**src/rtl/pipe_hazard_ctrl.sv**
```systemverilog
// pipe_hazard_ctrl
// Pipeline sequencing controller for the riscv32i core. Detects register
// hazards between ID and the EX/MEM/WB stages. Drives hold, bubble and flush
// controls for the PC and the inter-stage registers. Produces the branch
// redirect for the PC, plus the EX operand-forwarding selects. Also runs an
// orderly halt drain before freezing the core.
//
// Optional feature macro: PIPE_HAZARD_CTRL_FWD_EN
//   defined   : EX operands are forwarded from MEM/WB, so only load-use
//               hazards stall the front end.
//   undefined : no forwarding (selects tied to 0). Any outstanding RAW
//               dependency against EX, MEM or WB stalls until it retires.

module pipe_hazard_ctrl #(
    parameter int unsigned DRAIN_CYCLES = 3
) (
    input  logic        clk,
    input  logic        reset,

    input  logic [4:0]  id_rs1,
    input  logic [4:0]  id_rs2,
    input  logic        id_use_rs1,
    input  logic        id_use_rs2,

    input  logic [4:0]  ex_rd,
    input  logic        ex_we,
    input  logic        ex_is_load,

    input  logic [4:0]  mem_rd,
    input  logic        mem_we,

    input  logic [4:0]  wb_rd,
    input  logic        wb_we,

    input  logic        ex_branch_taken,
    input  logic [31:0] ex_target,
    input  logic        ex_halt,

    output logic        stall_if_id,
    output logic        bubble_ex,
    output logic        flush_if_id,
    output logic        redirect_valid,
    output logic [31:0] redirect_pc,
    output logic [1:0]  fwd_a_sel,
    output logic [1:0]  fwd_b_sel,
    output logic        halted
);

    typedef enum logic [1:0] {
        ST_RUN    = 2'd0,
        ST_DRAIN  = 2'd1,
        ST_HALTED = 2'd2
    } state_t;

    // The drain counter is 4 bits wide, which covers the legal 1..15 range.
    localparam logic [3:0] DRAIN_LOAD = 4'(DRAIN_CYCLES);

    // Forwarding select encodings as seen by the EX operand muxes.
    localparam logic [1:0] FWD_REGFILE = 2'd0;
    localparam logic [1:0] FWD_MEM_ALU = 2'd1;
    localparam logic [1:0] FWD_WB_DATA = 2'd2;

    state_t     state;
    logic [3:0] drain_cnt;
    logic       halted_q;

    logic       rs1_ex_match;
    logic       rs2_ex_match;
    logic       rs1_mem_match;
    logic       rs2_mem_match;
    logic       raw_hazard;

    // A source only depends on a stage when it is actually read, the stage
    // writes that register, and the register is not x0. x0 is hard-wired
    // to zero, so it can never carry a stale value.
    function automatic logic src_match(
        input logic       use_src,
        input logic [4:0] src,
        input logic [4:0] dst,
        input logic       dst_we
    );
        return use_src && dst_we && (src == dst) && (src != 5'd0);
    endfunction

    assign rs1_ex_match  = src_match(id_use_rs1, id_rs1, ex_rd,  ex_we);
    assign rs2_ex_match  = src_match(id_use_rs2, id_rs2, ex_rd,  ex_we);
    assign rs1_mem_match = src_match(id_use_rs1, id_rs1, mem_rd, mem_we);
    assign rs2_mem_match = src_match(id_use_rs2, id_rs2, mem_rd, mem_we);

`ifdef PIPE_HAZARD_CTRL_FWD_EN

    logic [1:0] fwd_a_next;
    logic [1:0] fwd_b_next;

    // WB results reach EX through the register file write, so WB is never
    // a hazard when forwarding is present.
    logic       unused_wb_ports;
    assign unused_wb_ports = &{1'b0, wb_rd, wb_we};

    // Only a load in EX is too late to forward. Everything else is covered
    // by the MEM/WB bypass paths.
    assign raw_hazard = ex_is_load && (rs1_ex_match || rs2_ex_match);

    // Pick the bypass the ID instruction will need once it reaches EX.
    // The EX producer is the youngest, so it wins over MEM.
    always_comb begin
        fwd_a_next = FWD_REGFILE;
        fwd_b_next = FWD_REGFILE;
        if (rs1_ex_match && !ex_is_load) begin
            fwd_a_next = FWD_MEM_ALU;
        end else if (rs1_mem_match) begin
            fwd_a_next = FWD_WB_DATA;
        end
        if (rs2_ex_match && !ex_is_load) begin
            fwd_b_next = FWD_MEM_ALU;
        end else if (rs2_mem_match) begin
            fwd_b_next = FWD_WB_DATA;
        end
    end

    // Capture the selects as the instruction moves into EX. A bubble
    // carries no operands and therefore reads the register file.
    always_ff @(posedge clk) begin
        if (reset) begin
            fwd_a_sel <= FWD_REGFILE;
            fwd_b_sel <= FWD_REGFILE;
        end else if (bubble_ex) begin
            fwd_a_sel <= FWD_REGFILE;
            fwd_b_sel <= FWD_REGFILE;
        end else begin
            fwd_a_sel <= fwd_a_next;
            fwd_b_sel <= fwd_b_next;
        end
    end

`else

    logic rs1_wb_match;
    logic rs2_wb_match;

    // Without bypass paths, the load/ALU distinction does not matter.
    logic unused_load_flag;
    assign unused_load_flag = &{1'b0, ex_is_load};

    assign rs1_wb_match = src_match(id_use_rs1, id_rs1, wb_rd, wb_we);
    assign rs2_wb_match = src_match(id_use_rs2, id_rs2, wb_rd, wb_we);

    // The consumer must wait until its producer has left WB, so any
    // match in EX, MEM or WB holds ID.
    assign raw_hazard = rs1_ex_match  || rs2_ex_match  ||
                        rs1_mem_match || rs2_mem_match ||
                        rs1_wb_match  || rs2_wb_match;

    assign fwd_a_sel = FWD_REGFILE;
    assign fwd_b_sel = FWD_REGFILE;

`endif

    // Zero-latency pipeline controls, derived from the current state and the
    // stage inputs. A halt outranks a branch, which outranks a hazard stall.
    always_comb begin
        stall_if_id    = 1'b0;
        bubble_ex      = 1'b0;
        flush_if_id    = 1'b0;
        redirect_valid = 1'b0;
        if (!reset) begin
            case (state)
                ST_RUN: begin
                    if (ex_halt) begin
                        stall_if_id = 1'b1;
                        flush_if_id = 1'b1;
                        bubble_ex   = 1'b1;
                    end else if (ex_branch_taken) begin
                        redirect_valid = 1'b1;
                        flush_if_id    = 1'b1;
                        bubble_ex      = 1'b1;
                    end else if (raw_hazard) begin
                        stall_if_id = 1'b1;
                        bubble_ex   = 1'b1;
                    end
                end
                ST_DRAIN: begin
                    stall_if_id = 1'b1;
                    flush_if_id = 1'b1;
                    bubble_ex   = 1'b1;
                end
                ST_HALTED: begin
                    stall_if_id = 1'b1;
                    bubble_ex   = 1'b1;
                end
                default: begin
                    stall_if_id = 1'b0;
                end
            endcase
        end
        redirect_pc = redirect_valid ? ex_target : 32'd0;
    end

    // Halt sequencing. An accepted halt loads the drain counter, and the
    // core is frozen once the counter runs out. Only reset leaves HALTED.
    always_ff @(posedge clk) begin
        if (reset) begin
            state     <= ST_RUN;
            drain_cnt <= 4'd0;
            halted_q  <= 1'b0;
        end else begin
            case (state)
                ST_RUN: begin
                    if (ex_halt) begin
                        drain_cnt <= DRAIN_LOAD;
                        state     <= ST_DRAIN;
                    end
                end
                ST_DRAIN: begin
                    if (drain_cnt <= 4'd1) begin
                        drain_cnt <= 4'd0;
                        state     <= ST_HALTED;
                        halted_q  <= 1'b1;
                    end else begin
                        drain_cnt <= drain_cnt - 4'd1;
                    end
                end
                ST_HALTED: begin
                    halted_q <= 1'b1;
                end
                default: begin
                    state     <= ST_RUN;
                    drain_cnt <= 4'd0;
                    halted_q  <= 1'b0;
                end
            endcase
        end
    end

    assign halted = halted_q;

endmodule

```
**config.mk**
```make
export PLATFORM = sky130hd
export DESIGN_NAME = pipe_hazard_ctrl
export DESIGN_NICKNAME = d
export VERILOG_FILES = /design/src/rtl/pipe_hazard_ctrl.sv
export SDC_FILE = /design/constraint.sdc
export NUM_CORES = 1
export LEC_CHECK = 0
export CORE_ASPECT_RATIO = 0.7
export CORE_MARGIN = 2
export CORE_UTILIZATION = 33
export CTS_BUF_LIST = sky130_fd_sc_hd__clkbuf_4 sky130_fd_sc_hd__clkbuf_8 sky130_fd_sc_hd__clkbuf_16
export DETAILED_ROUTE_END_ITERATION = 8
export PLACE_DENSITY = 0.88
export SLEW_MARGIN = 20
export SYNTH_ARGS = -nofsm -noshare
export SYNTH_HDL_FRONTEND = slang
export SYNTH_SLANG_ARGS = --single-unit
```
**constraint.sdc**
```tcl
create_clock -name clk -period 4.1 [get_ports clk]
set_clock_uncertainty 0.05 [all_clocks]
set_input_delay 0.615 -clock clk [delete_from_list [all_inputs] [get_ports clk]]
set_output_delay 0.615 -clock clk [all_outputs]
set_load 0.005 [all_outputs]
```
Word-level counts from Yosys, hierarchy flattened
Cells that the tools add are included.
Cells by class
  eq/ne operators: 10
  add/sub/neg operators: 1
  mux-type cells: 25
  magnitude comparators: 1
  reduce and logical (&&, ||, !) cells: 30
  bitwise gates (word level): 2
Operator list (number)
  $mux 32: 1
  $eq 5x5->1: 6
  $logic_and 1x1->1: 18
  $mux 1: 14
  $pmux 4 s3: 1
  $reduce_bool 5->1: 2
  $mux 4: 2
  $pmux 1 s2: 3
  $pmux 2 s3: 1
  $logic_or 1x1->1: 5
  $le 4x1->1 const B: 1
  $mux 2: 2
  $ne 2x2->1 const B: 2
  $reduce_and 2->1: 2
  $sub 4x1->4 const B: 1
  $pmux 1 s3: 1
  $reduce_and 3->1: 1
  $eq 2x1->1 const B: 1
  $eq 2x2->1 const B: 1
  $logic_not 2->1: 1
  $not 1->1: 2
  $reduce_or 2->1: 1
Word-level totals
  flip-flop bits (word level): 7
  output and inout port bits: 41
  bits of input ports: 67

Longest topological paths before layout
  depth in word-level cells: 13
  gate-level depth with buffers: 7
  gate-level depth less buffers: 7

Worst setup path before layout
No wires, ideal clock.
  kind: input-to-output
  start point: in id_rs2[0]
  end point: out stall_if_id
  buffers on the path: 0
  setup slack: 1.937 ns
  required time: 3.435 ns
  arrival: 1.498 ns
  stages: 5
  cells stage by stage: or4_1 o21ai_1 a31oi_1 nor2_1 o21ai_1
On the way
  cells in the longest elaborated chain, start to end: 13
  elaborated cells between the ends (all ways): 20
  classes of those cells: eq/ne: 3; mux: 5; reduce/logical: 12
Ends and longest elaborated chain
  start, declared: RTL line 21  | input logic [4:0] id_rs2,
  $eq 5x5->1: RTL line 82  | return use_src && dst_we && (src == dst) && (src != 5'd0);
  $logic_and 1x1->1 (2 in series): RTL line 82
  $logic_or 1x1->1 (2 in series): RTL line 150  | assign raw_hazard = rs1_ex_match || rs2_ex_match ||
  $logic_or 1x1->1 (2 in series): RTL line 151  | rs1_mem_match || rs2_mem_match ||
  $logic_or 1x1->1 *: RTL line 152  | rs1_wb_match || rs2_wb_match;
  $mux 1 *: RTL line 177  | end else if (raw_hazard) begin
  $mux 1 *: RTL line 173  | end else if (ex_branch_taken) begin
  $mux 1 *: RTL line 169  | if (ex_halt) begin
  $pmux 1 s2 *: RTL line 167  | case (state)
  $mux 1 *: RTL line 166  | if (!reset) begin
  end, declared: RTL line 39  | output logic stall_if_id,
Every way passes the cells marked *; elsewhere a longest branch is shown, timed or not.

Worst setup path in the final report
  start point: in id_rs1[4]
  end point: out bubble_ex
On the way
  cells in the longest elaborated chain, start to end: 13
  elaborated cells between the ends (all ways): 20
  classes of those cells: eq/ne: 3; mux: 5; reduce/logical: 12
Ends and longest elaborated chain
  start, declared: RTL line 20  | input logic [4:0] id_rs1,
  $eq 5x5->1: RTL line 82
  $logic_and 1x1->1 (2 in series): RTL line 82
  $logic_or 1x1->1 (2 in series): RTL line 150
  $logic_or 1x1->1: RTL line 151
  $logic_or 1x1->1 *: RTL line 151
  $logic_or 1x1->1 *: RTL line 152
  $mux 1 *: RTL line 177
  $mux 1 *: RTL line 173
  $mux 1 *: RTL line 169
  $pmux 1 s2 *: RTL line 167
  $mux 1 *: RTL line 166
  end, declared: RTL line 40  | output logic bubble_ex,
Marked as above.

==> results.cfg <==
[outcome]
status = finished, final reports clean

[die]
io_pins = 108
rows = 17
coreArea_um2 = 3191
initial_core_util_pct = 34.94
dieWidth_um = 73.47
fp.dieH_um = 52.63
die_area_um2 = 3867

[drt]
dr.pass1.iters = 4
postRouteAntennaNets = 0
wl_um = 3778
drc_errors = 0
dr_total_vias = 1335
drt_iter0_drc = 74
viasPerCell = 4.668
m1WireLength_um = 1494
top_layer = met4
routedWlPerCell_um = 13.21
wl_met2_um = 1905
wl_met3_um = 312

[setup_path]
rr_startpoint = drain_cnt[0]
worstPathRequired_ns = 3.43
slowest_stage = clkdlybuf4s50_1
crit_chain = clkdlybuf4s50_1 -> xor2_1 -> nor4_1 -> nand3_1 -> a31oi_1 -> nor2_1 -> a21oi_1 -> clkdlybuf4s50_1
critical_path.most_common_cell = clkdlybuf4s50_1
cp.arrival_ns = 2.78
critPathMaxFanout = 4
timing.rr.end = halted
crit_start = id_rs1[4]
r2r_setup_slack_ns = 2.44
critPathLaunchType = input port
reg2reg_depth = 7
critPathMaxStageDelay_ns = 0.53
endpoint_kind = primary output
crit_type = in2out

[sta]
setup_viol = 0
finalCriticalPeriod_ns = 3.443
rsz0062_at_grt = no
hold_viol = 0
drv_slew = 0
setup_tns_ns = 0
hold-worst-slack_ns = 0.4534
clock.fmax_mhz = 290.4
period_share_pct = 83.99

[clock_tree]
numCtsBuffers = 3
holdBufCountCts = 0
cts_setup_buffers = 0
cts_root_buf = clkbuf_8
insertion_delay_ns = 0.23
cts.clk_slew.worst_paths_ns = 0.04
cts_htree_levels = 1
cts_resized = 0
cts.path.max_buffers = 2
clock_sinks = 7
cts_tree = done

[place]
place_congestion = 0.9798
place_area_um2 = 2147
hpwl_um = 3310
place_inst = 282
port_buffers = 102

[power_and_ir_drop]
power_uw = 645.7
ir_worst_vdd_uv = 156.0
p_leak_nw = 0.8327
p_per_area_nw_per_um2 = 294.1

[synth]
syn_area_per_cell_um2 = 7.584
synth_seq_cells = 7
yosysWarnings = 0
synthCells = 147
syn_area_um2 = 1115
seq_area_frac_synth_pct = 12.57
synthDistinctLibCells = 32

[min_path]
hold_end = halted
hold_start = halted
worstHoldPathCells = 2
hold_path.class = reg2reg

[global_routing]
track_usage_pct = 19.72
antenna_found_initial = 0
grt_pass1_vias = 1273
grt_max_degree = 34
overflow = 0
grt_pass1_wl_um = 5782

[job]
drv_cap = 0

[cells_and_area]
instances_no_fill = 286
fin_area_um2 = 2196
final_layout_size_suffix_gt1_share_pct = 3.226
antenna_cells = 0
nNetsFinal = 322
area_delta_synth_final_pct = 96.97
[sequential cells by signal, indices dropped and copies added, names as in the netlist]
| signal | flops |
|---|---|
| drain_cnt | 4 |
| halted | 1 |
| state | 2 |
[per-layer routing]
metal  track usage [%]  up-vias
met5                 0        -
met3             5.769        8
li1                  -      698
met1             24.20      563
met2             33.93       66
met4             4.545        0
[worst max-delay path: cells and delay by family]
kind,cells,cell delay (ns)
buffers and inverters,2,1.06
AO/OA/AOI/OAI,2,0.28
AND/OR/NAND/NOR,3,0.61
XOR/XNOR,1,0.21
[stage by stage]
stage	setup slack (ns)	util, %
after floorplan	1.937	-
after global placement	0.7701	67.29
after detailed placement	0.6777	67.29
after CTS	0.6724	68.82
after global routing	0.5738	68.82
final	0.6565	68.82
[cells in the final DEF (no fill, tap or decap), drive strengths merged, types with 2 or more instances in the layout]
| cell | synthesis | final |
|---|---|---|
| o21a | 2 | 2 |
| nand3 | 6 | 6 |
| xnor2 | 6 | 6 |
| conb | 1 | 4 |
| a211oi | 3 | 3 |
| nand3b | 2 | 2 |
| or4 | 2 | 2 |
| o21ai | 7 | 7 |
| clkdlybuf4s50 | 0 | 102 |
| xor2 | 24 | 24 |
| dfxtp | 7 | 7 |
| ha | 6 | 6 |
| inv | 6 | 6 |
| nor3 | 3 | 3 |
| a21oi | 7 | 7 |
| clkbuf | 2 | 4 |
| nor2 | 7 | 7 |
| nor4 | 6 | 6 |
| a31oi | 2 | 2 |
| and2 | 33 | 33 |
[Yosys cell counts (all sizes together)]
master,number,area (um2)
dfxtp,7,140.1
conb,1,3.750
buf,6,40.04
and2,33,206.5
o31ai,1,21.27
nand3,6,30.03
inv,6,22.52
o21a,2,15.01
a21o,1,7.510
clkbuf,2,7.510
xnor2,6,52.55
nand4b,1,8.760
a21oi,7,35.03
ha,6,75.07
mux2i,1,10.01
a221oi,1,8.760
nor2,7,26.28
nor2b,1,6.260
and4bb,1,12.51
nand2,1,3.750
nor3,3,15.01
xor2,24,210.2
nand2b,1,6.260
or4,2,15.01
nor4,6,50.04
a211oi,3,22.52
nand3b,2,15.01
o21ai,7,35.03
a31oi,2,12.51
[cell families after synthesis]
kind of cell    Yosys count  synth area share, %
compound gates           24                14.14
mux                       1               0.8979
fa+ha+maj                 6                6.734
other cells               1               0.3364
xor+xnor                 30                23.57
buf+inv                  14                6.285
flops                     7                12.57
simple gates             64                35.46
[worst max path at each step]
stage	end	slack [ns]	depth (start not counted)
6_report	bubble_ex	0.66	8
5_1_grt	bubble_ex	0.57	8
4_1_cts	bubble_ex	0.67	8
3_5_place_dp	bubble_ex	0.68	8
3_3_place_gp	bubble_ex	0.77	8
2_1_floorplan	stall_if_id	1.94	5
[power breakdown]
group	switching, mW	internal (mW)	leakage, nW
registers	0.0197	0.0916	0.0575
clock network	0.0296	0.0738	0.0262
logic	0.196	0.235	0.749
[area by class of cell]
| cell class | instances | area (um2) |
|---|---|---|
| clock buffer | 4 | 48.80 |
| tap | 38 | 47.55 |
| sequential | 7 | 140.1 |
| fill | 265 | 994.7 |
| timing repair buffer | 102 | 1021 |
| multi-input combinational | 129 | 915.9 |
| inverter | 6 | 22.52 |
Power figures use the tool's default switching activity.
